**config.mk**
```make
export PLATFORM = sky130hd
export DESIGN_NAME = sub_tc_32_32_seq
export DESIGN_NICKNAME = d
export VERILOG_FILES = /design/src/rtl/sub_tc_32_32_seq.sv
export SDC_FILE = /design/constraint.sdc
export NUM_CORES = 1
export LEC_CHECK = 0
export ABC_AREA = 0
export BUFFER_PORTS_ARGS = -buffer_cell sky130_fd_sc_hd__buf_4
export CAP_MARGIN = 20
export CORE_UTILIZATION = 30
export CTS_BUF_LIST = sky130_fd_sc_hd__clkbuf_8 sky130_fd_sc_hd__clkbuf_16
export CTS_CLUSTER_SIZE = 28
export DETAILED_ROUTE_END_ITERATION = 7
export GPL_TIMING_DRIVEN = 1
export PLACE_DENSITY = 0.55
export SLEW_MARGIN = 20
export SYNTH_ARGS = -nofsm -noshare
export SYNTH_HDL_FRONTEND = slang
export SYNTH_SLANG_ARGS = --single-unit
export TNS_END_PERCENT = 1
```
**constraint.sdc**
```tcl
create_clock -name clk -period 4.9 [get_ports clk]
set_input_delay 0.98 -clock clk [delete_from_list [all_inputs] [get_ports clk]]
set_output_delay 0.98 -clock clk [all_outputs]
set_load 0.05 [all_outputs]
```
**src/rtl/sub_tc_32_32_seq.sv**
```systemverilog
// Multi-cycle two's-complement subtractor: Diff = A - B (WIDTH+1 bits, exact),
// computed SLICE bits per cycle as A + ~B + 1, with valid/ready handshakes on both sides.
module sub_tc_32_32_seq #(
   parameter int WIDTH = 32,
   parameter int SLICE = 8
) (
   input  logic             clk,
   input  logic             rst_n,
   input  logic             in_valid,
   output logic             in_ready,
   input  logic [WIDTH-1:0] A,
   input  logic [WIDTH-1:0] B,
   output logic             out_valid,
   input  logic             out_ready,
   output logic [WIDTH:0]   Diff,
   output logic             ovf
);

   localparam int NSLICE = WIDTH / SLICE;
   localparam int IDX_W  = (NSLICE > 1) ? $clog2(NSLICE) : 1;

   generate
      if ((WIDTH % SLICE) != 0) begin : g_bad_slice
         $error("sub_tc_32_32_seq: WIDTH must be an integer multiple of SLICE");
      end
   endgenerate

   typedef enum logic [1:0] {
      IDLE = 2'd0,
      CALC = 2'd1,
      DONE = 2'd2
   } state_t;

   state_t                  state_q, state_d;
   logic [IDX_W-1:0]        idx_q, idx_d;
   logic                    carry_q, carry_d;
   logic signed [WIDTH-1:0] a_q, a_d;
   logic signed [WIDTH-1:0] nb_q, nb_d;
   logic signed [WIDTH:0]   part_q, part_d;
   logic signed [WIDTH:0]   diff_q, diff_d;
   logic                    ovf_q, ovf_d;
   logic                    out_valid_q, out_valid_d;

   logic [SLICE-1:0]        a_slice;
   logic [SLICE-1:0]        nb_slice;
   logic [SLICE:0]          slice_sum;
   logic                    sign_bit;

   // One slice of the carry chain: returns {carry_out, sum}.
   function automatic logic [SLICE:0] slice_add(input logic [SLICE-1:0] x,
                                                input logic [SLICE-1:0] y,
                                                input logic             cin);
      slice_add = {1'b0, x} + {1'b0, y} + {{SLICE{1'b0}}, cin};
   endfunction

   // Sign-extension bit of the WIDTH+1 sum, from the operand MSBs and final carry.
   function automatic logic sign_ext(input logic a_msb,
                                     input logic nb_msb,
                                     input logic cout);
      sign_ext = a_msb ^ nb_msb ^ cout;
   endfunction

   assign in_ready  = (state_q == IDLE) && rst_n;
   assign out_valid = out_valid_q;
   assign Diff      = diff_q;
   assign ovf       = ovf_q;

   always_comb begin
      a_slice   = a_q[int'(idx_q)*SLICE +: SLICE];
      nb_slice  = nb_q[int'(idx_q)*SLICE +: SLICE];
      slice_sum = slice_add(a_slice, nb_slice, carry_q);
      sign_bit  = sign_ext(a_q[WIDTH-1], nb_q[WIDTH-1], slice_sum[SLICE]);
   end

   always_comb begin
      state_d     = state_q;
      idx_d       = idx_q;
      carry_d     = carry_q;
      a_d         = a_q;
      nb_d        = nb_q;
      part_d      = part_q;
      diff_d      = diff_q;
      ovf_d       = ovf_q;
      out_valid_d = out_valid_q;

      unique case (state_q)
         IDLE: begin
            if (in_valid && in_ready) begin
               a_d     = A;
               nb_d    = ~B;
               carry_d = 1'b1;
               idx_d   = '0;
               state_d = CALC;
            end
         end
         CALC: begin
            part_d[int'(idx_q)*SLICE +: SLICE] = slice_sum[SLICE-1:0];
            carry_d = slice_sum[SLICE];
            idx_d   = idx_q + 1'b1;
            if (idx_q == IDX_W'(NSLICE - 1)) begin
               part_d[WIDTH] = sign_bit;
               diff_d        = part_d;
               ovf_d         = part_d[WIDTH] ^ part_d[WIDTH-1];
               out_valid_d   = 1'b1;
               idx_d         = '0;
               state_d       = DONE;
            end
         end
         DONE: begin
            // No same-cycle accept here: IDLE is re-entered first.
            if (out_valid_q && out_ready) begin
               out_valid_d = 1'b0;
               state_d     = IDLE;
            end
         end
         default: begin
            state_d     = IDLE;
            out_valid_d = 1'b0;
         end
      endcase
   end

   always_ff @(posedge clk) begin
      if (!rst_n) begin
         state_q     <= IDLE;
         idx_q       <= '0;
         carry_q     <= 1'b0;
         a_q         <= '0;
         nb_q        <= '0;
         part_q      <= '0;
         diff_q      <= '0;
         ovf_q       <= 1'b0;
         out_valid_q <= 1'b0;
      end else begin
         state_q     <= state_d;
         idx_q       <= idx_d;
         carry_q     <= carry_d;
         a_q         <= a_d;
         nb_q        <= nb_d;
         part_q      <= part_d;
         diff_q      <= diff_d;
         ovf_q       <= ovf_d;
         out_valid_q <= out_valid_d;
      end
   end

endmodule

```
; ---- Word level (Yosys, flattened, before mapping)
; Index checks and enable logic that the tools add are counted.
[op_classes]
n_bitwise = 5
eq_ne = 6
n_shift = 4
n_reduce_logical = 10
add_sub_neg = 4
muxes = 14
[ops]
columns = operator, n
row1 = $shiftx A32 B6 Y8, 2
row2 = $bwmux W33, 1
row3 = $neg A5 Y33, 1
row4 = $shift A8 B33 Y33 const A, 1
row5 = $shiftx A8 B33 Y33, 1
row6 = $not A32 Y32, 1
row7 = $mux W2, 5
row8 = $add A8 B8 Y9, 1
row9 = $add A9 B1 Y9, 1
row10 = $pmux W2 S3, 1
row11 = $reduce_and A2 Y1, 3
row12 = $reduce_and A3 Y1, 2
row13 = $eq A2 B2 Y1 const B, 2
row14 = $mux W1, 4
row15 = $ne A2 B2 Y1 const B, 2
row16 = $pmux W2 S2, 1
row17 = $logic_and A1 B1 Y1, 3
row18 = $pmux W1 S3, 1
row19 = $xor A1 B1 Y1, 3
row20 = $add A2 B1 Y2 const B, 1
row21 = $eq A2 B1 Y1 const B, 1
row22 = $logic_not A2 Y1, 1
row23 = $ne A2 B1 Y1 const B, 1
row24 = $pmux W1 S2, 1
row25 = 2 further kinds, 2
[word_totals]
ff_bits = 137
out_inout_bits = 36
inputBits = 68

; ---- Logic depth before layout (Yosys ltp)
; Gate-level depths: netlist (run 1).
[depth]
word_depth = 6
depth_mapped = 13
depth_no_buf = 10

; ---- Least setup slack after synthesis (run 1)
; Ideal clock, no wire load.
[synth_timing]
path_type = flip-flop to flip-flop
startpoint = register idx_q[0]
endpoint = register ovf_q, in the netlist ovf
setup_time_ns = 0.073
t_arrival_ns = 3.371
stages_incl_launch_ff = 12
path_slack_ns = 1.456
required_ns = 4.827
cell_sequence = dfxtp_1 -> buf_2 -> buf_1 -> mux4_2 -> fa_1 -> a211oi_2 -> o21ai_2 -> and4b_1 -> or3_1 -> buf_6 -> a2111o_1 -> o211ai_2
[synth_via]
elab_chain_cells = 6
word_cells_on_any_way = 12
[synth_lines]
columns = item, line_no
row1 = from (decl), 35  ; logic [IDX_W-1:0] idx_q, idx_d;
row2 = from (signal assigned), 136  ; idx_q <= idx_d;
row3 = $shiftx A32 B6 Y8 (on tied branches), "69, 70"
row4 = $add A8 B8 Y9, 53  ; slice_add = {1'b0, x} + {1'b0, y} + {{SLICE{1'b0}}, cin};
row5 = $add A9 B1 Y9, 53
row6 = $shiftx A8 B33 Y33, 97  ; part_d[int'(idx_q)*SLICE +: SLICE] = slice_sum[SLICE-1:0];
row7 = $bwmux W33, 97
row8 = $xor A1 B1 Y1, 103  ; ovf_d = part_d[WIDTH] ^ part_d[WIDTH-1];
row9 = to (signal assigned), 142  ; ovf_q <= ovf_d;
row10 = to (decl), 41  ; logic ovf_q, ovf_d;
; Several ways; a longest one is shown, not always the timed one.
; A chain may end at the register's enable or synchronous reset.

; ---- Worst setup path in the final report (run 1)
; Same ends and word-level chain as after synthesis.

==> results_tabular.tex, run 1 <==
\begin{tabular}{lr}
\hline
Metric & Value \\
\hline
\multicolumn{2}{l}{\textbf{Run status}} \\
\quad Result of the run & finished clean \\
\multicolumn{2}{l}{\textbf{Worst setup path}} \\
\quad Worst-path maximum fanout & 13 \\
\quad Data arrival time of the critical path & 4000 ps \\
\quad Critical Setup Path Class & flop to flop \\
\quad Setup crit start kind & flop \\
\quad Crit path capture type & flop \\
\quad Required time of the critical path & 5250 ps \\
\multicolumn{2}{l}{\textbf{Drt}} \\
\quad Detailed Route WL & 14800 um \\
\quad Vias/cell & 4.81 \\
\quad Average detailed-routed wire length per instance & 15.0 um \\
\quad Detailed-route DRC error count & 0 \\
\quad Vias after detailed routing & 4757 \\
\quad Routed Antenna Nets & 0 \\
\quad Iter 0 DRT Violations & 305 \\
\quad Length of the first detailed-routing pass in iterations & 5 \\
\multicolumn{2}{l}{\textbf{STA}} \\
\quad Share of the clock period used by the worst path & 74.4\% \\
\quad RSZ-0062 raised after global routing & no \\
\quad Worst slew pin tran & 1050 ps \\
\quad Setup-failing EPs final & 0 \\
\quad Worst hold slack after final layout & 453 ps \\
\quad TNS Setup & 0 ps \\
\quad Highest clock frequency the design can meet & 274 MHz \\
\quad Worst-case headroom to the max-slew limit & 29.9\% \\
\quad Number of slew-limit violations in the final report & 0 \\
\quad Hold Fails Final Rpt & 0 \\
\quad Post-layout min period & 3650 ps \\
\quad Final setup skew & 9.22 ps \\
\multicolumn{2}{l}{\textbf{Floorplan}} \\
\quad Initial core utilization & 30.9\% \\
\quad Total die area & 19900 sq um \\
\quad Die Y-Extent & 141 um \\
\quad Horizontal die dimension & 141 um \\
\quad Number of placement rows & 50 \\
\quad Core region area & 18800 sq um \\
\quad Number of primary I/O pins & 104 \\
\multicolumn{2}{l}{\textbf{Synth}} \\
\quad Count of different cell masters after synthesis & 46 \\
\quad Primary FF master, synth & sky130\_fd\_sc\_hd\_\_dfxtp\_1 \\
\quad Number of enable flip-flop cells after synthesis & 0 \\
\quad Syn Nets & 721 \\
\quad Synth warnings & 0 \\
\quad Post-synthesis instance area & 5810 sq um \\
\quad Number of cells produced by synthesis & 638 \\
\quad Mean post-synth cell area & 9.11 sq um \\
\quad Share of synthesized area occupied by flip-flops and latches & 46.9\% \\
\quad Proportion of netlist area held by the largest area contributor & 46.9\% \\
\quad Library cell occupying the most area in the post-synthesis netlist & sky130\_fd\_sc\_hd\_\_dfxtp\_1 \\
\quad Synth area leaders & sky130\_fd\_sc\_hd\_\_dfxtp\_1 (47\%), sky130\_fd\_sc\_hd\_\_a211oi\_1 (9.2\%), sky130\_fd\_sc\_hd\_\_nor2\_1 (6.5\%) \\
\quad Number of synthesized register bits & 136 \\
\quad Fraction of synthesis flops using an asynchronous set or reset pin & 0\% \\
\multicolumn{2}{l}{\textbf{Hold path}} \\
\quad Hold WC Path Type & flop to flop \\
\multicolumn{2}{l}{\textbf{Clock network}} \\
\quad Number of clock sinks seen by CTS & 136 \\
\quad Reg clk slew, reported paths & 60 ps \\
\quad Cts hold-fix bufs & 0 \\
\quad Insertion delay to the later sink of the worst-skew pair & 420 ps \\
\quad Setup repair bufs after CTS & 0 \\
\quad Clock tree from TritonCTS & yes \\
\quad Post-CTS sizing & 0 \\
\quad Clock buffer count from CTS & 17 \\
\quad Clock root cell & sky130\_fd\_sc\_hd\_\_clkbuf\_16 \\
\quad H-tree level count & 4 \\
\quad Clock buffer depth & 2 \\
\multicolumn{2}{l}{\textbf{Global routing}} \\
\quad Total track usage & 15.5\% \\
\quad Global-route congestion overflow total & 0 \\
\quad First-pass GRT wire length & 23800 um \\
\quad Met3 Usage GRT & 4.14\% \\
\quad GR Util met1 & 20.5\% \\
\quad Met2 global-route usage & 24.7\% \\
\quad Vias in the first global route & 4463 \\
\quad Largest net degree at the start of global routing & 99 \\
\quad Routing layer with the top usage in global route & met2 \\
\quad Number of antenna violations at the first check in global routing & 0 \\
\multicolumn{2}{l}{\textbf{Placed design}} \\
\quad HPWL after detailed placement & 10200 um \\
\quad Final RePlAce weighted congestion & 0.738 \\
\quad Count of buffers from port buffering & 103 \\
\multicolumn{2}{l}{\textbf{Finish}} \\
\quad Area growth from synthesis to layout & 27.2\% \\
\quad Post-layout utilization of the core & 39.2\% \\
\quad Layout cell share with drive strength beyond 1 & 23.4\% \\
\quad Count of inserted antenna diode cells & 0 \\
\quad Final net count & 800 \\
\quad Most used cells in the layout excluding fill and tap cells & sky130\_fd\_sc\_hd\_\_dfxtp\_1 (136), sky130\_fd\_sc\_hd\_\_buf\_4 (112), sky130\_fd\_sc\_hd\_\_nor2\_1 (100), sky130\_fd\_sc\_hd\_\_nand2\_1 (77), sky130\_fd\_sc\_hd\_\_a211oi\_1 (71) \\
\quad Most common cell after layout, fill and taps aside & sky130\_fd\_sc\_hd\_\_dfxtp\_1 \\
\multicolumn{2}{l}{\textbf{Flow run}} \\
\quad Max-Cap Viols & 0 \\
\multicolumn{2}{l}{\textbf{Power}} \\
\quad Pwr Density & 396 nW/um\^{}2 \\
\quad Highest ir drop seen on vdd & 0.220 mV \\
\quad Total Power & 0.00293 W \\
\quad Static leakage power & 2.76 nW \\
\hline
\end{tabular}
registers in the layout, indices dropped and copies added, names as in the netlist:
name and count:
Diff 33, a_q 32, nb_q 32, part_q 32
idx_q 2, state_q 2, carry_q 1, out_valid 1
ovf 1
through the flow:
| step | setup slack (ps) | instances | area (sq um) |
|---|---|---|---|
| 2_1_floorplan | 1460 | 638 | 5810 |
| 5_1_grt | 1020 | 990 | 7390 |
| 3_3_place_gp | 1330 | 958 | 6740 |
| 3_5_place_dp | 1270 | 958 | 6740 |
| 4_1_cts | 1230 | 990 | 7390 |
| 6_report | 1250 | 990 | 7390 |
layout make-up:
cell class,count,area (sq um)
Multi-Input combinational cell,429,2760
Tap cell,260,325
Clock inverter,13,194
Inverter,20,75.1
Fill cell,1922,11400
Clock buffer,19,453
Sequential cell,136,2720
Timing Repair Buffer,113,861
cells by family after synthesis:
kind of cell	Yosys count	share of synthesized area, %
adders and majority gates	15	3.49
DFF	136	46.9
and+or+nand+nor	214	15.4
AOI/OAI and AO/OA	178	21.4
buffers and inverters	73	5.75
muxes	16	6.20
xor gates and xnor gates	6	0.905
power breakdown:
| group | switching, W | total, W | internal, W |
|---|---|---|---|
| logic | 0.000196 | 0.000337 | 0.000141 |
| registers | 0.0000335 | 0.00120 | 0.00116 |
| clock network | 0.000507 | 0.00139 | 0.000885 |
cell usage after synthesis, types with 3 or more instances:
cell type,count
sky130_fd_sc_hd__a211oi_1,71
sky130_fd_sc_hd__a21oi_1,13
sky130_fd_sc_hd__a221oi_1,7
sky130_fd_sc_hd__a22oi_1,20
sky130_fd_sc_hd__a32oi_1,9
sky130_fd_sc_hd__and2_1,3
sky130_fd_sc_hd__buf_1,3
sky130_fd_sc_hd__buf_2,9
sky130_fd_sc_hd__buf_6,4
sky130_fd_sc_hd__clkbuf_1,34
sky130_fd_sc_hd__dfxtp_1,136
sky130_fd_sc_hd__ha_1,13
sky130_fd_sc_hd__inv_1,19
sky130_fd_sc_hd__mux4_2,16
sky130_fd_sc_hd__nand2_1,77
sky130_fd_sc_hd__nand4_1,4
sky130_fd_sc_hd__nor2_1,100
sky130_fd_sc_hd__nor3_1,17
sky130_fd_sc_hd__nor4b_1,3
sky130_fd_sc_hd__o21a_1,4
sky130_fd_sc_hd__o21ai_0,38
sky130_fd_sc_hd__o22ai_1,5
sky130_fd_sc_hd__xnor2_1,4
path summary, 6_finish.rpt:
check	start	end	cells after the start	slack, ps
worst min-delay path	part_q[22]	part_q[22]	2	450
worst max register to register	idx_q[0]	ovf	9	1250
worst min register to register	part_q[22]	part_q[22]	2	450
worst max-delay path	idx_q[0]	ovf	9	1250
worst max-delay path: stages, from the launching register on:
cell and delay [ps]:
sky130_fd_sc_hd__dfxtp_1 780, sky130_fd_sc_hd__buf_4 350, sky130_fd_sc_hd__mux4_2 530, sky130_fd_sc_hd__ha_1 370
sky130_fd_sc_hd__o211ai_1 200, sky130_fd_sc_hd__o21ai_2 90, sky130_fd_sc_hd__and4b_1 170, sky130_fd_sc_hd__or3_1 530
sky130_fd_sc_hd__a2111o_1 480, sky130_fd_sc_hd__o211ai_2 60
layer usage:
layer,vias to the layer above,routed length [um]
met3,13,534
met2,110,6940
met4,0,193
met1,2185,7160
met5,-,0
li1,2449,-
Power figures use the tool's default switching activity.
==> run 2, diff against run 1 <==
Clock period 4.9 ns to 3.8 ns, I/O delays scaled along.
==> run 2 against run 1 <==
Compared with the run above:
- flip-flop and latch count is the same
- clock power increased by 17%
- cell count increased by 0.20%
- critical endpoint is now Diff[6]
- global-route usage grew 0.095 points
- sequential power increased by 28%
- clock skew down 2.8 ps
==> results_tabular.tex, run 2 (synthesis gave the netlist of run 1 again) <==
\begin{tabular}{lr}
\hline
Metric & Value \\
\hline
\multicolumn{2}{l}{\textbf{Finish}} \\
\quad Post-layout utilization of the core & 39.0\% \\
\quad Most used cells in the layout excluding fill and tap cells & sky130\_fd\_sc\_hd\_\_dfxtp\_1 (136), sky130\_fd\_sc\_hd\_\_buf\_4 (114), sky130\_fd\_sc\_hd\_\_nor2\_1 (100), sky130\_fd\_sc\_hd\_\_nand2\_1 (77), sky130\_fd\_sc\_hd\_\_a211oi\_1 (71) \\
\quad Area growth from synthesis to layout & 26.3\% \\
\quad Fill count & 1928 \\
\quad Area used by multi-input combinational logic & 2760 sq um \\
\quad Count of inserted antenna diode cells & 0 \\
\quad Register area & 2720 sq um \\
\quad Total non-filler cell area in the finished layout & 7340 sq um \\
\quad Layout cell share with drive strength beyond 1 & 23.5\% \\
\quad Final net count & 802 \\
\quad Max reg flops & 33 \\
\quad Most common cell after layout, fill and taps aside & sky130\_fd\_sc\_hd\_\_dfxtp\_1 \\
\multicolumn{2}{l}{\textbf{STA}} \\
\quad Setup-failing EPs final & 0 \\
\quad RSZ-0062 raised after global routing & no \\
\quad Worst slew pin tran & 1080 ps \\
\quad TNS Setup & 0 ps \\
\quad Final setup skew & 6.45 ps \\
\quad Highest clock frequency the design can meet & 301 MHz \\
\quad Post-layout min period & 3320 ps \\
\quad Hold Fails Final Rpt & 0 \\
\quad Worst-case headroom to the max-slew limit & 28.0\% \\
\quad Number of slew-limit violations in the final report & 0 \\
\quad Share of the clock period used by the worst path & 87.4\% \\
\multicolumn{2}{l}{\textbf{Placed design}} \\
\quad Final RePlAce weighted congestion & 0.857 \\
\quad Post-place instance area & 6760 sq um \\
\quad HPWL after detailed placement & 10300 um \\
\quad Count of buffers from port buffering & 103 \\
\multicolumn{2}{l}{\textbf{Clock network}} \\
\quad Cts hold-fix bufs & 0 \\
\quad Setup repair bufs after CTS & 0 \\
\quad Number of clock sinks seen by CTS & 136 \\
\quad Clock buffer depth & 2 \\
\quad Insertion delay to the later sink of the worst-skew pair & 420 ps \\
\quad Clock buffer count from CTS & 17 \\
\quad H-tree level count & 4 \\
\quad Clock root cell & sky130\_fd\_sc\_hd\_\_clkbuf\_16 \\
\quad Clock tree from TritonCTS & yes \\
\quad Post-CTS sizing & 0 \\
\quad Reg clk slew, reported paths & 60 ps \\
\multicolumn{2}{l}{\textbf{Global routing}} \\
\quad Vias in the first global route & 4503 \\
\quad Largest net degree at the start of global routing & 99 \\
\quad Global-route congestion overflow total & 0 \\
\quad First-pass GRT wire length & 23900 um \\
\quad Number of antenna violations at the first check in global routing & 0 \\
\quad Total track usage & 15.6\% \\
\multicolumn{2}{l}{\textbf{Worst setup path}} \\
\quad Critical Setup Path Class & flop to flop \\
\quad Library cell contributing the largest single delay on the critical path & sky130\_fd\_sc\_hd\_\_dfxtp\_1 \\
\quad Setup crit start kind & flop \\
\quad Required time of the critical path & 4080 ps \\
\quad Data arrival time of the critical path & 3600 ps \\
\quad Worst-path maximum fanout & 15 \\
\quad CP peak stage delay & 480 ps \\
\quad List of cells traversed by the critical path & buf\_4, mux4\_2, fa\_1, inv\_1, fa\_1, nor2b\_1, o211ai\_1, a21boi\_0, or3\_1, a32oi\_1, a21oi\_1 \\
\quad Crit path capture type & flop \\
\quad Most used cell, CP & sky130\_fd\_sc\_hd\_\_fa\_1 \\
\multicolumn{2}{l}{\textbf{Drt}} \\
\quad Wire length on met1 & 7250 um \\
\quad Length of the first detailed-routing pass in iterations & 4 \\
\quad Detailed Route WL & 15000 um \\
\quad Average detailed-routed wire length per instance & 15.1 um \\
\quad Wire length on met3 & 703 um \\
\quad Vias/cell & 4.77 \\
\quad Vias after detailed routing & 4730 \\
\quad Routed Antenna Nets & 0 \\
\quad Iter 0 DRT Violations & 285 \\
\quad Met2 WL post-DR & 6880 um \\
\quad Detailed-route DRC error count & 0 \\
\quad Top Layer Used & met4 \\
\multicolumn{2}{l}{\textbf{Floorplan}} \\
\quad Number of placement rows & 50 \\
\quad Initial core utilization & 30.9\% \\
\quad Die Y-Extent & 141 um \\
\quad Number of primary I/O pins & 104 \\
\quad Horizontal die dimension & 141 um \\
\quad Total die area & 19900 sq um \\
\quad Core region area & 18800 sq um \\
\multicolumn{2}{l}{\textbf{Power}} \\
\quad Total Power & 0.00361 W \\
\quad Highest ir drop seen on vdd & 0.342 mV \\
\quad Pwr Density & 491 nW/um\^{}2 \\
\quad Static leakage power & 2.75 nW \\
\multicolumn{2}{l}{\textbf{Run status}} \\
\quad Result of the run & finished clean \\
\multicolumn{2}{l}{\textbf{Hold path}} \\
\quad Hold WC Path Type & flop to flop \\
\multicolumn{2}{l}{\textbf{Flow run}} \\
\quad Max-Cap Viols & 0 \\
\hline
\end{tabular}
## run 2: routing by layer
metal,track usage (%),vias up
li1,-,2450
met1,20.3,2168
met2,25.0,101
met3,4.38,11
met4,4.81,0
met5,0,-
## run 2: layout make-up
| type | count | area share [%] |
|---|---|---|
| timing repair buffer | 115 | 11.9 |
| tap | 260 | 4.43 |
| multi-input combinational | 429 | 37.6 |
| sequential | 136 | 37.1 |
| clock buffer | 19 | 6.17 |
| clock inverter | 13 | 1.76 |
| inverter | 20 | 1.02 |
## run 2: final timing paths
check        startpoint    endpoint  slack [ps]  cells past startpoint
min          part_q[22]  part_q[22]         450                      2
min reg2reg  part_q[22]  part_q[22]         450                      2
max            idx_q[1]     Diff[6]         480                     11
max reg2reg    idx_q[1]     Diff[6]         480                     11
## run 2: where the power goes
part           switching (W)  leakage (nW)  internal, W
Clock               0.000629         0.286     0.000994
Sequential         0.0000401          1.11      0.00150
Combinational       0.000260          1.35     0.000184
Total               0.000928          2.75      0.00268
## run 2: worst max-delay path: cells and delay by family (launching register included)
kind / cells / cell delay [ps]
compound gates: 4 / 740
simple gates: 2 / 550
mux: 1 / 350
buf+inv: 2 / 410
fa+ha+maj: 2 / 680
flops: 1 / 480
## run 2: through the flow
stage,hold slack (ps),cells,worst slack [ps]
2_1_floorplan,432,638,356
3_3_place_gp,443,960,543
3_5_place_dp,444,960,487
4_1_cts,452,992,473
5_1_grt,473,992,269
6_report,449,992,479
